[src/rtl/fetch_stage.sv]
`default_nettype none
// ============================================================================
// Module   : fetch_stage
// Purpose  : IF stage of the 5-stage RV32I pipeline. Owns the PC, addresses
//            the combinational instruction memory and fills the IF/ID
//            register. Handles hazard stalls and EX redirects. A fetched
//            all-zero word ends the run: fetch stops, the pipeline drains for
//            DRAIN_CYCLES bubbles and a sticky halt is raised.
// Revision : 1.0  initial release
// ============================================================================
module fetch_stage #(
    parameter logic [31:0] RESET_PC     = 32'h0000_0000,
    parameter int          DRAIN_CYCLES = 4,
    parameter logic [31:0] NOP          = 32'h0000_0013
) (
    input  logic        clk,
    input  logic        rst_n,
    input  logic        stall_i,
    input  logic        redirect_i,
    input  logic [31:0] redirect_pc_i,
    output logic [31:0] imem_addr_o,
    input  logic [31:0] imem_instr_i,
    output logic        ifid_valid_o,
    output logic [31:0] ifid_pc_o,
    output logic [31:0] ifid_instr_o,
    output logic [31:0] ifid_pc4_o,
    output logic        halt_o
);

    localparam int          c_cnt_w    = (DRAIN_CYCLES > 1) ? $clog2(DRAIN_CYCLES) : 1;
    localparam logic [c_cnt_w-1:0] c_cnt_last = c_cnt_w'(DRAIN_CYCLES - 1);
    localparam logic [31:0] c_reset_pc = {RESET_PC[31:2], 2'b00};

    typedef enum logic [1:0] {
        S_RUN   = 2'd0,
        S_DRAIN = 2'd1,
        S_HALT  = 2'd2
    } state_t;

    state_t             r_state, w_state_nxt;
    logic [c_cnt_w-1:0] r_cnt,   w_cnt_nxt;
    logic [31:0]        r_pc,    w_pc_nxt;
    logic               r_ifid_valid, w_ifid_valid_nxt;
    logic [31:0]        r_ifid_pc,    w_ifid_pc_nxt;
    logic [31:0]        r_ifid_instr, w_ifid_instr_nxt;
    logic [31:0]        r_ifid_pc4,   w_ifid_pc4_nxt;

    logic [31:0] w_pc_plus4;
    logic [31:0] w_redirect_pc;
    logic        w_unused_redirect_lsbs;

    // Targets are forced word-aligned; the dropped low bits are deliberately ignored.
    assign w_redirect_pc          = {redirect_pc_i[31:2], 2'b00};
    assign w_unused_redirect_lsbs = ^redirect_pc_i[1:0];
    assign w_pc_plus4             = r_pc + 32'd4;

    assign imem_addr_o  = r_pc;
    assign ifid_valid_o = r_ifid_valid;
    assign ifid_pc_o    = r_ifid_pc;
    assign ifid_instr_o = r_ifid_instr;
    assign ifid_pc4_o   = r_ifid_pc4;
    assign halt_o       = (r_state == S_HALT);

    // State, counter, PC and IF/ID register update.
    always_ff @(posedge clk or negedge rst_n) begin
        if (!rst_n) begin
            r_state      <= S_RUN;
            r_cnt        <= '0;
            r_pc         <= c_reset_pc;
            r_ifid_valid <= 1'b0;
            r_ifid_pc    <= 32'h0;
            r_ifid_instr <= NOP;
            r_ifid_pc4   <= 32'h0;
        end else begin
            r_state      <= w_state_nxt;
            r_cnt        <= w_cnt_nxt;
            r_pc         <= w_pc_nxt;
            r_ifid_valid <= w_ifid_valid_nxt;
            r_ifid_pc    <= w_ifid_pc_nxt;
            r_ifid_instr <= w_ifid_instr_nxt;
            r_ifid_pc4   <= w_ifid_pc4_nxt;
        end
    end

    // Next-state logic; priority per edge is redirect, then stall, then normal flow.
    always_comb begin
        w_state_nxt      = r_state;
        w_cnt_nxt        = r_cnt;
        w_pc_nxt         = r_pc;
        w_ifid_valid_nxt = r_ifid_valid;
        w_ifid_pc_nxt    = r_ifid_pc;
        w_ifid_instr_nxt = r_ifid_instr;
        w_ifid_pc4_nxt   = r_ifid_pc4;

        case (r_state)
            S_HALT: begin
                // Frozen until reset; redirect and stall have no effect.
                w_ifid_valid_nxt = 1'b0;
                w_ifid_instr_nxt = NOP;
            end

            S_DRAIN: begin
                w_ifid_valid_nxt = 1'b0;
                w_ifid_instr_nxt = NOP;
                if (redirect_i) begin
                    // The zero word was on the wrong path: resume fetching.
                    w_pc_nxt    = w_redirect_pc;
                    w_state_nxt = S_RUN;
                    w_cnt_nxt   = '0;
                end else if (stall_i) begin
                    w_cnt_nxt = r_cnt;
                end else if (r_cnt == c_cnt_last) begin
                    w_state_nxt = S_HALT;
                end else begin
                    w_cnt_nxt = r_cnt + 1'b1;
                end
            end

            default: begin
                // S_RUN, and any unencoded state recovers as S_RUN.
                w_state_nxt = S_RUN;
                if (redirect_i) begin
                    w_pc_nxt         = w_redirect_pc;
                    w_ifid_valid_nxt = 1'b0;
                    w_ifid_instr_nxt = NOP;
                end else if (stall_i) begin
                    w_pc_nxt = r_pc;
                end else if (imem_instr_i == 32'h0) begin
                    w_ifid_valid_nxt = 1'b0;
                    w_ifid_instr_nxt = NOP;
                    w_state_nxt      = S_DRAIN;
                    w_cnt_nxt        = '0;
                end else begin
                    w_pc_nxt         = w_pc_plus4;
                    w_ifid_valid_nxt = 1'b1;
                    w_ifid_pc_nxt    = r_pc;
                    w_ifid_instr_nxt = imem_instr_i;
                    w_ifid_pc4_nxt   = w_pc_plus4;
                end
            end
        endcase
    end

endmodule
`default_nettype wire

[config.mk]
export PLATFORM = sky130hd
export DESIGN_NAME = fetch_stage
export DESIGN_NICKNAME = d
export VERILOG_FILES = /design/src/rtl/fetch_stage.sv
export SDC_FILE = /design/constraint.sdc
export NUM_CORES = 1
export LEC_CHECK = 0
export CORE_MARGIN = 2
export CORE_UTILIZATION = 46
export CTS_BUF_LIST = sky130_fd_sc_hd__clkbuf_16
export DETAILED_ROUTE_END_ITERATION = 7
export PLACE_DENSITY = 0.9
export SYNTH_ARGS = -nofsm -noshare
export SYNTH_HDL_FRONTEND = slang
export SYNTH_SLANG_ARGS = --single-unit
[constraint.sdc]
create_clock -name clk -period 2.6 [get_ports clk]
set_clock_uncertainty 0.2 [all_clocks]
set_input_delay 0.52 -clock clk [delete_from_list [all_inputs] [get_ports clk]]
set_output_delay 0.52 -clock clk [all_outputs]
set_load 0.05 [all_outputs]
==> metrics.yaml <==
status: "finished clean"
relSlewSlack: 0.289
power.total_mw: 7.10
n_antenna_cell: 0
post_dp_cell_area_um2: 8260
antenna_left: 0
gp_congestion: 0.834
slew_violations: 0
whs_ns: 0.287
netlist-cell-type-count: 50
core_um2: 12500
fin_crit_ns: 2.56
cts_tree: "yes"
design_area_um2: 8920
async_flop_share: 1.00
routed_wl_mm: 17.5
routed_via_density: 5.52
wire_per_inst_um: 18.2
antenna_found_initial: 0
syn_to_final_growth_pct: 52.5
vdd_drop_max_mv: 0.624
grt_max_degree: 53
rsz0062_at_grt: "no"
crit_arrival_ns: 2.65
port_buffers: 189
drive_above_1_share: 0.163
cts_buffer_depth: 2
stdcell_count: 965
maxCapViolations: 0
clk_latency_ns: 0.42
num_vias: 5326
yosysWarnings: 0
critPathRequiredTime_ns: 2.69
post-route-period-util: 0.984
dr.pass1.iters: 6
finalHoldViolCount: 0
drt-initial-drc-count: 305
hp-class: "reg2reg"
p_leak_nw: 3.77
htree_levels: 4
clk_pin_slew_worst_paths_ns: 0.06
die-width_um: 117
synth_top_flop_cell: "dfrtp_1"
synth_edf_count: 0
worstMarginPinSlew_ns: 1.07
synthCells: 555
setup_slack_ns: 0.0404
dp_slack_ns: -0.358
grt_pass1_wl_mm: 26.4
rows: 41
worst_setup_path_start_kind: "primary input"
fill_cells: 896
cts_sinks: 127
synth_seq_area_share: 0.544
numCtsBuffers: 17
clock-root-buffer: "clkbuf_16"
dieHeight_um: 117
grt.overflow.total: 0
finalNetCount: 852
io_pins: 198
grt_pass1_vias: 5256
critPathKind: "in2reg"
setup_viol: 0
ys_seq_elements: 127
numPlacedInstances: 927
fmax_ghz: 0.391
track_usage: 0.252
synth_area_um2: 5850
crit_path_max_fanout: 8
place_hpwl_mm: 12.2
synth_area_per_cell_um2: 10.5
crit_path_end_kind: "flip-flop"
drc_errors: 0
initial_core_util: 0.467
die_area_um2: 13600
p_per_area_nw_per_um2: 795
==> per-stage QoR <==
step | util | setup TNS, ns
floorplan | - | 0
global placement | 0.660 | -23.75
detailed placement | 0.660 | -31.85
CTS | 0.705 | 0
global route | 0.713 | 0
finish | 0.713 | 0
==> state kept, by name, summed over array words and instances (netlist names) <==
register,cells
ifid_pc_o,30
imem_addr_o,30
r_state,2
ifid_valid_o,1
ifid_pc4_o,30
r_cnt,2
ifid_instr_o,32
==> worst max-delay path, cell delays in order <==
cell and delay, ns:
clkdlybuf4s50_1 0.45, nor4_2 0.32, nand2_1 0.17, nor4_4 0.34, buf_4 0.20, o41a_1 0.15
buf_4 0.16, clkbuf_16 0.17, a21oi_1 0.04, a2bb2oi_1 0.13
==> per-layer routing <==
metal	wire [um]	vias to the layer above	track usage
met5	0	-	0
met4	472	0	0.111
met3	1470	40	0.0705
met2	8640	248	0.430
met1	6960	2589	0.300
li1	-	2449	-
==> Yosys cell counts (all sizes together) (12+ instances only) <==
| master | n | share of area |
|---|---|---|
| nand3 | 17 | 0.015 |
| a21oi | 57 | 0.049 |
| a22o | 29 | 0.043 |
| clkbuf | 28 | 0.018 |
| dfrtp | 124 | 0.53 |
| nand2 | 38 | 0.024 |
| o22ai | 12 | 0.013 |
| xnor2 | 17 | 0.025 |
| mux2 | 31 | 0.060 |
| buf | 16 | 0.018 |
| o21ai | 21 | 0.018 |
| nor2 | 51 | 0.033 |
==> layout by cell type, fill, tap and decap left out, types with 3 or more instances in the layout <==
cell type        netlist  layout
nand2_1               38      38
nand4_1                7       7
clkinv_1               0       4
mux2_2                31      31
clkbuf_16              0      19
nor4_1                10       8
o2bb2ai_1              3       3
a22oi_1                6       6
buf_4                  9      46
nand3_1               17      17
and3_1                10      10
xnor2_1               17      17
xor2_1                11      11
o21ai_0               21      21
o22a_1                 7       7
clkdlybuf4s50_1        0     187
a31oi_1                5       5
o21a_1                 3       3
nor2_1                51      50
clkinv_2               0       3
dfrtp_1              124     124
inv_1                  8      10
ha_1                   4       4
nor3_1                 5       4
o22ai_1               12      12
conb_1                 1       6
a21oi_1               57      57
dfstp_2                3       3
a2bb2oi_1              6       6
a22o_1                29      29
buf_12                 0       8
==> area by class of cell <==
| cell class | instances | area, um^2 | share of cell area |
|---|---|---|---|
| flip-flops and latches | 127 | 3180 | 0.357 |
| multi-input cells | 381 | 2490 | 0.279 |
| repair buffers | 245 | 2450 | 0.274 |
| clock buffers | 17 | 425 | 0.0477 |
| well taps | 172 | 215 | 0.0241 |
| clock inverters | 15 | 130 | 0.0146 |
| inverters | 8 | 30.0 | 0.00336 |
==> kinds of logic (layout without fill, tap and decap cells) <==
family / Yosys count / in the layout / share of synthesized area
other cells: 1 / 6 / 0.000641
fa+ha+maj: 4 / 4 / 0.00855
flops: 127 / 127 / 0.544
compound gates: 156 / 156 / 0.174
mux: 32 / 32 / 0.0614
simple gates: 155 / 155 / 0.128
xor+xnor: 28 / 28 / 0.0419
buf+inv: 52 / 285 / 0.0415
==> final timing paths <==
| check | from | slack, ns | to | cells past startpoint |
|---|---|---|---|---|
| worst max-delay path | imem_instr_i[27] | 0.04 | imem_addr_o[27] | 10 |
| worst min-delay path | ifid_valid_o | 0.29 | ifid_valid_o | 2 |
| worst max register to register | imem_addr_o[17] | 0.19 | imem_addr_o[31] | 7 |
| worst min register to register | ifid_valid_o | 0.29 | ifid_valid_o | 2 |
| max in group asynchronous | rst_n | 1.12 | ifid_pc4_o[12] | 3 |
| min in group asynchronous | rst_n | 0.43 | ifid_instr_o[18] | 2 |
==> what timing repair did <==
| item | 4_1_cts | 5_1_grt |
|---|---|---|
| hold buffers | 1 | 0 |
| hold endpoints to repair | 46 | 0 |
| gates resized for setup | 0 | 4 |
| buffers inserted | 0 | 3 |
| endpoints found under the setup margin | 0 | 50 |
==> power breakdown <==
group	switching [mW]	internal (mW)	leakage, nW
registers	0.220	2.26	1.51
clock network	0.834	1.38	0.275
logic	1.53	0.877	1.98
total	2.58	4.52	3.77
Power figures use the tool's default switching activity.
